File: config.mk
export PLATFORM = sky130hd
export DESIGN_NAME = ro_freq_counter_flat
export DESIGN_NICKNAME = d
export VERILOG_FILES = /design/src/rtl/ro_meas_pkg.sv /design/src/rtl/ro_freq_counter_if.sv /design/src/rtl/sync_2ff.sv /design/src/rtl/ro_freq_counter.sv /design/src/flat_wrapper.sv
export SDC_FILE = /design/constraint.sdc
export NUM_CORES = 1
export LEC_CHECK = 0
export BUFFER_PORTS_ARGS = -buffer_cell sky130_fd_sc_hd__buf_2
export CAP_MARGIN = 20
export CELL_PAD_IN_SITES_DETAIL_PLACEMENT = 0
export CELL_PAD_IN_SITES_GLOBAL_PLACEMENT = 1
export CORE_MARGIN = 5
export CORE_UTILIZATION = 48
export CTS_BUF_LIST = sky130_fd_sc_hd__clkbuf_16
export DETAILED_ROUTE_END_ITERATION = 12
export PLACE_DENSITY_LB_ADDON = 0.1
export SLEW_MARGIN = 20
export SYNTH_ARGS = -nofsm -noshare
export SYNTH_HDL_FRONTEND = slang
export SYNTH_SLANG_ARGS = --single-unit
File: constraint.sdc
create_clock -name clk -period 4.64 [get_ports clk]
set_clock_uncertainty 0.05 [all_clocks]
set_input_delay 0.928 -clock clk [delete_from_list [all_inputs] [get_ports clk]]
set_output_delay 0.928 -clock clk [all_outputs]
set_load 0.05 [all_outputs]
File: src/rtl/ro_meas_pkg.sv
`default_nettype none
// +--------------------------------------------------------------------+
// | ro_meas_pkg : shared types and constants for oscillator measurement |
// | Revision 1.0                                                       |
// +--------------------------------------------------------------------+
package ro_meas_pkg;

    typedef enum logic [1:0] {
        IDLE = 2'd0,
        GATE = 2'd1,
        DONE = 2'd2
    } meas_state_e;

    localparam int SYNC_STAGES = 2;

endpackage : ro_meas_pkg
`default_nettype wire

File: src/rtl/ro_freq_counter_if.sv
`default_nettype none
// +--------------------------------------------------------------------+
// | ro_freq_counter_if : measurement request / result bus              |
// | Revision 1.0                                                       |
// +--------------------------------------------------------------------+
interface ro_freq_counter_if #(
    parameter int CNT_W  = 16,
    parameter int GATE_W = 16
);
    logic              start;
    logic [GATE_W-1:0] gate_len;
    logic              busy;
    logic              done;
    logic [CNT_W-1:0]  count;
    logic              overflow;

    modport master (
        output start, gate_len,
        input  busy, done, count, overflow
    );

    modport slave (
        input  start, gate_len,
        output busy, done, count, overflow
    );
endinterface : ro_freq_counter_if
`default_nettype wire

File: src/rtl/sync_2ff.sv
`default_nettype none
// +--------------------------------------------------------------------+
// | sync_2ff : single-bit flop synchronizer for asynchronous pad inputs |
// | Revision 1.0                                                       |
// +--------------------------------------------------------------------+
module sync_2ff
    import ro_meas_pkg::*;
(
    input  wire logic clk,
    input  wire logic rst_n,
    input  wire logic d_i,
    output logic      q_o
);
    logic [SYNC_STAGES-1:0] ff_q;

    always_ff @(posedge clk or negedge rst_n) begin
        if (!rst_n) begin
            ff_q <= '0;
        end else begin
            ff_q <= {ff_q[SYNC_STAGES-2:0], d_i};
        end
    end

    assign q_o = ff_q[SYNC_STAGES-1];
endmodule : sync_2ff
`default_nettype wire

File: src/rtl/ro_freq_counter.sv
`default_nettype none
// +--------------------------------------------------------------------+
// | ro_freq_counter : gated rising-edge counter for a ring oscillator   |
// | Revision 1.0                                                       |
// +--------------------------------------------------------------------+
module ro_freq_counter
    import ro_meas_pkg::*;
#(
    parameter int CNT_W  = 16,
    parameter int GATE_W = 16
) (
    input  wire logic         clk,
    input  wire logic         rst_n,
    input  wire logic         ro_in,
    ro_freq_counter_if.slave  bus
);
    logic              ro_sync;
    logic              prev_q;
    logic              edge_det;
    meas_state_e       state_q;
    logic [GATE_W-1:0] rem_q;
    logic [CNT_W-1:0]  acc_q;
    logic [CNT_W-1:0]  acc_d;
    logic              sat_q;
    logic              sat_d;
    logic [CNT_W-1:0]  count_q;
    logic              ovf_q;
    logic              done_q;
    logic              busy_q;

    sync_2ff u_sync (
        .clk   (clk),
        .rst_n (rst_n),
        .d_i   (ro_in),
        .q_o   (ro_sync)
    );

    always_ff @(posedge clk or negedge rst_n) begin
        if (!rst_n) begin
            prev_q <= 1'b0;
        end else begin
            prev_q <= ro_sync;
        end
    end

    assign edge_det = ro_sync & ~prev_q;

    // Accumulator saturates at all-ones; further edges only raise the flag.
    always_comb begin
        acc_d = acc_q;
        sat_d = sat_q;
        if (edge_det) begin
            if (&acc_q) begin
                sat_d = 1'b1;
            end else begin
                acc_d = acc_q + CNT_W'(1);
            end
        end
    end

    // Result is loaded on the transition into DONE so it is visible with done.
    always_ff @(posedge clk or negedge rst_n) begin
        if (!rst_n) begin
            state_q <= IDLE;
            rem_q   <= '0;
            acc_q   <= '0;
            sat_q   <= 1'b0;
            count_q <= '0;
            ovf_q   <= 1'b0;
            done_q  <= 1'b0;
            busy_q  <= 1'b0;
        end else begin
            case (state_q)
                IDLE: begin
                    done_q <= 1'b0;
                    if (bus.start) begin
                        rem_q  <= bus.gate_len;
                        acc_q  <= '0;
                        sat_q  <= 1'b0;
                        busy_q <= 1'b1;
                        if (bus.gate_len == '0) begin
                            state_q <= DONE;
                            count_q <= '0;
                            ovf_q   <= 1'b0;
                            done_q  <= 1'b1;
                        end else begin
                            state_q <= GATE;
                        end
                    end
                end
                GATE: begin
                    acc_q <= acc_d;
                    sat_q <= sat_d;
                    rem_q <= rem_q - GATE_W'(1);
                    if (rem_q == GATE_W'(1)) begin
                        state_q <= DONE;
                        count_q <= acc_d;
                        ovf_q   <= sat_d;
                        done_q  <= 1'b1;
                    end
                end
                DONE: begin
                    state_q <= IDLE;
                    done_q  <= 1'b0;
                    busy_q  <= 1'b0;
                end
                default: begin
                    state_q <= IDLE;
                end
            endcase
        end
    end

    assign bus.busy     = busy_q;
    assign bus.done     = done_q;
    assign bus.count    = count_q;
    assign bus.overflow = ovf_q;
endmodule : ro_freq_counter
`default_nettype wire

File: src/flat_wrapper.sv
// flat-port wrapper written by rule: the top's interface ports become plain ports
module ro_freq_counter_flat import ro_meas_pkg::*;
#(
    parameter int CNT_W  = 16,
    parameter int GATE_W = 16
)
  (clk, rst_n, ro_in, bus_start, bus_gate_len, bus_busy, bus_done, bus_count, bus_overflow);
  ro_freq_counter_if #(.CNT_W(CNT_W), .GATE_W(GATE_W)) bus_i ();
  input  wire logic clk;
  input  wire logic rst_n;
  input  wire logic ro_in;
  input wire logic [$bits(bus_i.start)-1:0] bus_start;
  input wire logic [$bits(bus_i.gate_len)-1:0] bus_gate_len;
  output wire logic [$bits(bus_i.busy)-1:0] bus_busy;
  output wire logic [$bits(bus_i.done)-1:0] bus_done;
  output wire logic [$bits(bus_i.count)-1:0] bus_count;
  output wire logic [$bits(bus_i.overflow)-1:0] bus_overflow;
  assign bus_i.start = bus_start;
  assign bus_i.gate_len = bus_gate_len;
  assign bus_busy = bus_i.busy;
  assign bus_done = bus_i.done;
  assign bus_count = bus_i.count;
  assign bus_overflow = bus_i.overflow;
  ro_freq_counter #(.CNT_W(CNT_W), .GATE_W(GATE_W)) u_core (.clk(clk), .rst_n(rst_n), .ro_in(ro_in), .bus(bus_i));
endmodule
==> metrics.md, run 1 <==
| Metric | Value |
|---|---|
| Status | completed |
| R2R depth | 7 |
| Req. time, crit path | 4.77 ns |
| Synth Instances | 371 |
| Max IR drop VDD | 0.000215 V |
| Post-Syn Area per Cell | 9.12 um^2 |
| First-pass GRT wire length | 13,700 um |
| R2R Setup Slk | 1.93 ns |
| Clock sinks | 57 |
| Share of layout cells above drive strength 1 | 18.1% |
| Global placement routability congestion | 0.820 |
| Fillcell total | 660 |
| Syn_nets | 398 |
| Final Hold Violating Endpoints | 0 |
| IO Count | 39 |
| Routed Antenna Nets | 0 |
| Area contributors post-synth | dfrtp_1, mux2i_1, a21oi_1, nand2_1, nor2_1 |
| Slew Limit Fails | 0 |
| Commonest cells in the netlist | dfrtp_1, nand2_1, a21oi_1 |
| Core ar. | 0.00683 mm^2 |
| Number of setup buffers added after CTS | 0 |
| Setup Viol. Count Final | 0 |
| Ys Warns | 0 |
| Layout net count | 430 |
| Crit path depth | 7 |
| Worst-margin pin slew | 0.841 ns |
| Rows | 30 |
| Crit path arrival time | 2.84 ns |
| Min Tclk post-route | 2.71 ns |
| Crit end category | flop |
| Synth async-reset ratio | 100% |
| CTS Root Cell | clkbuf_16 |
| Worst Path Max Fanout | 22 |
| Distinct cells, synth | 59 |
| Largest net degree at the start of global routing | 34 |
| HPWL Detailed | 5860 um |
| DR iter-0 viols | 161 |
| Post_cts resized | 0 |
| Final WL | 8190 um |
| Layout Area Growth over Synthesis | 15.5% |
| Critical Path End | u_core.rem_q[7]$_DFFE_PN0P_ |
| Post-synth EDFFs | 0 |
| Reg clk slew, reported paths | 0.05 ns |
| Ant diodes | 0 |
| Count leader, synth | dfrtp_1 |
| Vias in the first global route | 2,758 |
| Post-route design area | 0.00391 mm^2 |
| Rel. slew slack | 43.9% |
| Routed length per instance | 16.3 um |
| CP max-delay cell | ha_1 |
| Die Area | 0.00883 mm^2 |
| Reg2reg start | u_core.state_q[1]$_DFFE_PN0P_ |
| Largest stage delay, worst path | 0.70 ns |
| Vert. Die Dim | 94.0 um |
| IO Port Bufs | 38 |
| Crit path launch | u_core.state_q[1]$_DFFE_PN0P_ |
| Class of the most critical setup path | flop to flop |
| Power Dens Cells | 325 mW/mm^2 |
| CTS tree | done |
| Fmax achieved | 369 MHz |
| CTS Buf Count | 9 |
| H-Tree Depth | 3 |
| DRT Pass-1 Iters | 6 |
| Avg Vias per Cell | 5.77 |
| Clock Latency Late Sink | 0.32 ns |
| DR DRC count | 0 |
| Family with the most delay on the worst path | simple AND/OR/NAND/NOR gates |
| Most used cell, CP | nand2_1 |
| Die W | 94.0 um |
| Total track usage | 20.1% |
| Gr ovfl total | 0 |
| Worst path buffer plus inverter count | 1 |
| Flops & latches, synth | 57 |
| Cts-stage hold buffer count | 0 |
| Post-synthesis cell area | 0.00338 mm^2 |
| CP startpoint kind | flop |
| Clock Tree Buf Depth | 2 |
| Worst hold path class | flop to flop |
| Initial antenna violation count | 0 |
| Tcrit/Tclk final | 58.4% |
| Placement Cell Area | 0.00363 mm^2 |
| Main flop type after synthesis | dfrtp_1 |
| Design Power | 1.27 mW |
| Area share of the largest cell type after synthesis | 42.1% |
| RSZ-0062 raised after global routing | no |
| Critical Path, Cell by Cell | inv_1 -> ha_1 -> nand2b_1 -> nand2_1 -> nand2_1 -> o22ai_1 -> a21oi_1 |
| Post-synthesis sequential area ratio | 42.1% |
| Max-cap violations | 0 |
| R2R Path End | u_core.rem_q[7]$_DFFE_PN0P_ |
| Starting Density | 49.5% |
| Leak Pwr | 1.76 nW |
| Setup TNS | 0 ns |
| Total number of vias | 2,906 |
| Synth area leader | dfrtp_1 |
## layout make-up
class | count | area, um^2 | share of cell area (%)
Inverter | 14 | 52.6 | 1.34
Clock inverter | 7 | 53.8 | 1.38
Multi-Input combinational cell | 278 | 1800 | 46.1
Clock buffer | 9 | 225 | 5.76
Timing Repair Buffer | 43 | 228 | 5.82
Tap cell | 96 | 120 | 3.07
Sequential cell | 57 | 1430 | 36.5
## registers in the layout (all words and copies together), names as in the netlist
register / cells
u_core.sat_q: 1
u_core.bus.overflow: 1
u_core.state_q: 2
u_core.bus.busy: 1
u_core.rem_q: 16
u_core.prev_q: 1
u_core.bus.done: 1
u_core.bus.count: 16
u_core.u_sync.ff_q: 2
u_core.acc_q: 16
## report_power, final
group          switching [mW]  internal [mW]
Combinational          0.0517         0.0447
Clock                   0.216          0.404
Sequential             0.0371          0.519
## placed cells by master (no fill, tap or decap), types with 3 or more instances in the layout
cell type / netlist / layout
nand4_1: 7 / 7
o22ai_1: 13 / 13
dfrtp_1: 57 / 57
nand2_1: 36 / 36
ha_1: 7 / 7
inv_1: 13 / 15
a31oi_1: 3 / 3
and3_1: 5 / 5
and4_1: 3 / 3
a21bo_2: 4 / 4
clkbuf_16: 0 / 9
o31ai_1: 3 / 3
nor2_1: 28 / 28
clkinv_1: 1 / 4
nor4_1: 7 / 7
o211ai_1: 4 / 4
buf_4: 1 / 5
nand3_1: 17 / 17
mux2i_1: 23 / 23
o21ai_0: 17 / 17
xnor2_1: 4 / 4
nor3_1: 9 / 9
a21oi_1: 35 / 35
nand2b_1: 7 / 7
buf_2: 6 / 38
o2bb2ai_1: 4 / 4
mux2_2: 4 / 4
## logic make-up (layout without fill, tap and decap cells)
group	count (synthesis)	in the layout	share of synthesized area, %
flops	57	57	42.1
mux	27	27	8.13
xor+xnor	4	4	1.04
fa+ha+maj	7	7	2.59
compound gates	103	103	19.9
simple gates	137	137	21.6
buf+inv	36	73	4.55
## stage by stage
stage	util (%)	hold slack, ns	worst slack [ns]	instances
floorplan	-	0.281	2.39	371
global placement	53.2	0.288	1.80	488
detailed placement	53.2	0.290	1.70	488
CTS	57.2	0.303	1.93	504
global route	57.2	0.327	1.69	504
finish	57.2	0.303	1.93	504
## worst min-delay path by stage
stage	from	end	slack, ns	depth (start not counted)
final	u_core.u_sync.ff_q[0]$_DFF_PN0_	u_core.u_sync.ff_q[1]$_DFF_PN0_	0.30	0
after global routing	u_core.u_sync.ff_q[0]$_DFF_PN0_	u_core.u_sync.ff_q[1]$_DFF_PN0_	0.33	0
after CTS	u_core.u_sync.ff_q[0]$_DFF_PN0_	u_core.u_sync.ff_q[1]$_DFF_PN0_	0.30	0
after detailed placement	u_core.u_sync.ff_q[0]$_DFF_PN0_	u_core.u_sync.ff_q[1]$_DFF_PN0_	0.29	0
after global placement	u_core.u_sync.ff_q[0]$_DFF_PN0_	u_core.u_sync.ff_q[1]$_DFF_PN0_	0.29	0
after floorplan	u_core.u_sync.ff_q[0]$_DFF_PN0_	u_core.u_sync.ff_q[1]$_DFF_PN0_	0.28	0
## per-layer routing
layer	track usage (%)	vias to the layer above	wire length [um]
li1	-	1443	-
met3	3.53	12	350
met4	8.06	0	153
met5	0	-	0
met2	32.8	64	3880
met1	26.3	1387	3810
Power figures use the tool's default switching activity.
==> inputs of run 2 (changes only) <==
--- a/config.mk
+++ b/config.mk
@@ -10,7 +10,7 @@
 export CELL_PAD_IN_SITES_DETAIL_PLACEMENT = 0
 export CELL_PAD_IN_SITES_GLOBAL_PLACEMENT = 1
 export CORE_MARGIN = 5
-export CORE_UTILIZATION = 48
+export CORE_UTILIZATION = 40
 export CTS_BUF_LIST = sky130_fd_sc_hd__clkbuf_16
 export DETAILED_ROUTE_END_ITERATION = 12
 export PLACE_DENSITY_LB_ADDON = 0.1
==> constraint.sdc (replaced) <==
create_clock -name clk -period 2.35 [get_ports clk]
set_clock_uncertainty 0.05 [all_clocks]
set_input_delay 0.47 -clock clk [delete_from_list [all_inputs] [get_ports clk]]
set_output_delay 0.47 -clock clk [all_outputs]
set_load 0.05 [all_outputs]
==> metrics.md, run 2 (synthesis gave the netlist of run 1 again) <==
| Metric | Value |
|---|---|
| DR iter-0 viols | 86 |
| Tcrit/Tclk final | 90.2% |
| Post_cts resized | 0 |
| Max-cap violations | 0 |
| H-Tree Depth | 3 |
| Fmax achieved | 472 MHz |
| Routed Antenna Nets | 0 |
| Final core occ | 49.1% |
| Crit path launch | u_core.acc_q[1]$_DFFE_PN0P_ |
| Gate power share | 8.0% |
| Rel. slew slack | 68.4% |
| DRT Pass-1 Iters | 4 |
| R2R Path End | u_core.acc_q[2]$_DFFE_PN0P_ |
| Layout net count | 444 |
| Placement Cell Area | 0.00376 mm^2 |
| Net switching power | 621 uW |
| R2R Setup Slk | 0.23 ns |
| Avg Vias per Cell | 5.64 |
| Number of setup buffers added after CTS | 0 |
| Reg clk slew, reported paths | 0.05 ns |
| Total track usage | 18.4% |
| Slew Limit Fails | 0 |
| HPWL Detailed | 6450 um |
| Max IR drop VDD | 0.000355 V |
| Min Tclk post-route | 2.12 ns |
| Setup TNS | 0 ns |
| First-pass GRT wire length | 14,800 um |
| Vias in the first global route | 2,818 |
| Clock sinks | 57 |
| Largest net degree at the start of global routing | 27 |
| Worst hold path class | primary input to asynchronous set/reset pin |
| Power Dens Cells | 629 mW/mm^2 |
| Final WL | 8960 um |
| Layout Cells excl Fill | 526 |
| Worst Path Max Fanout | 5 |
| DR DRC count | 0 |
| WHS | 0.0468 ns |
| Seq pwr share | 43.3% |
| Clock Tree Buf Depth | 2 |
| Starting Density | 41.2% |
| IO Count | 39 |
| Initial antenna violation count | 0 |
| CTS tree | done |
| Routed length per instance | 17.0 um |
| Share of layout cells above drive strength 1 | 21.1% |
| Total number of vias | 2,966 |
| Leak Pwr | 1.82 nW |
| Crit path arrival time | 2.33 ns |
| Rows | 33 |
| Clock Latency Late Sink | 0.32 ns |
| Switching portion of total power | 24.5% |
| R2R depth | 6 |
| Worst-margin pin slew | 0.470 ns |
| Die Area | 0.0104 mm^2 |
| Most frequent cells in the layout | dfrtp_1, buf_2, nand2_1, a21oi_1, nor2_1 |
| Layout Area Growth over Synthesis | 19.3% |
| Commonest non-fill, non-tap cell in the layout | dfrtp_1 |
| Global placement routability congestion | 0.854 |
| Setup Viol. Count Final | 0 |
| CP startpoint kind | flop |
| Vert. Die Dim | 102 um |
| Die W | 102 um |
| Fillcell total | 798 |
| Core ar. | 0.00822 mm^2 |
| Class of the most critical setup path | flop to flop |
| Placed Cells | 511 |
| CTS Buf Count | 9 |
| CTS Root Cell | clkbuf_16 |
| Int Pwr | 1.92 mW |
| Status | completed |
| Ant diodes | 0 |
| Post-route design area | 0.00404 mm^2 |
| Final Hold Violating Endpoints | 0 |
| Crit end category | flop |
| RSZ-0062 raised after global routing | no |
| Reg2reg start | u_core.acc_q[1]$_DFFE_PN0P_ |
| Req. time, crit path | 2.56 ns |
| Cts-stage hold buffer count | 0 |
| Gr ovfl total | 0 |
| IO Port Bufs | 38 |
| Clk pwr share | 48.7% |
-- run 2: final cells by class --
| class | count | area, um^2 | area share, % |
|---|---|---|---|
| well taps | 105 | 131 | 3.25 |
| inverters | 14 | 52.6 | 1.30 |
| flip-flops and latches | 57 | 1430 | 35.3 |
| clock buffers | 9 | 225 | 5.58 |
| repair buffers | 57 | 345 | 8.56 |
| multi-input cells | 278 | 1800 | 44.7 |
| clock inverters | 6 | 51.3 | 1.27 |
-- run 2: metrics by stage --
| stage | setup WS (ns) | power, mW |
|---|---|---|
| final | 0.231 | 2.54 |
| after global routing | 0.0404 | 2.66 |
| after CTS | 0.220 | 2.56 |
| after detailed placement | 0.139 | 1.32 |
| after global placement | 0.200 | 1.31 |
| after floorplan | 0.313 | 1.23 |
-- run 2: worst max-delay path, stage by stage, from the launching register on --
cell,delay (ns)
dfrtp_1,0.44
ha_1,0.24
nand3_1,0.24
nor4_4,0.36
nor2_1,0.14
a311oi_1,0.37
mux2_2,0.21
-- run 2: worst max path at each step --
stage | endpoint | cells after the start
6_report | u_core.acc_q[2]$_DFFE_PN0P_ | 6
5_1_grt | u_core.acc_q[2]$_DFFE_PN0P_ | 6
4_1_cts | u_core.rem_q[14]$_DFFE_PN0P_ | 8
3_5_place_dp | u_core.bus.count[2]$_DFFE_PN0P_ | 6
3_3_place_gp | u_core.bus.count[5]$_DFFE_PN0P_ | 6
2_1_floorplan | u_core.acc_q[11]$_DFFE_PN0P_ | 10
-- run 2: power by group through the flow --
stage | clock network [mW] | registers, mW | logic (mW)
floorplan | 0 | 1.08 | 0.152
global placement | 0 | 1.11 | 0.201
global route | 1.31 | 1.11 | 0.234
finish | 1.24 | 1.10 | 0.202
detailed placement | 0 | 1.11 | 0.205
CTS | 1.26 | 1.10 | 0.206
-- run 2: metal layers --
| metal | global-route usage (%) | up-vias | share of wire [%] |
|---|---|---|---|
| met2 | 30.2 | 39 | 49 |
| li1 | - | 1464 | - |
| met5 | 0 | - | 0 |
| met1 | 24.7 | 1455 | 46 |
| met4 | 5.75 | 0 | 1.1 |
| met3 | 3.28 | 8 | 3.9 |
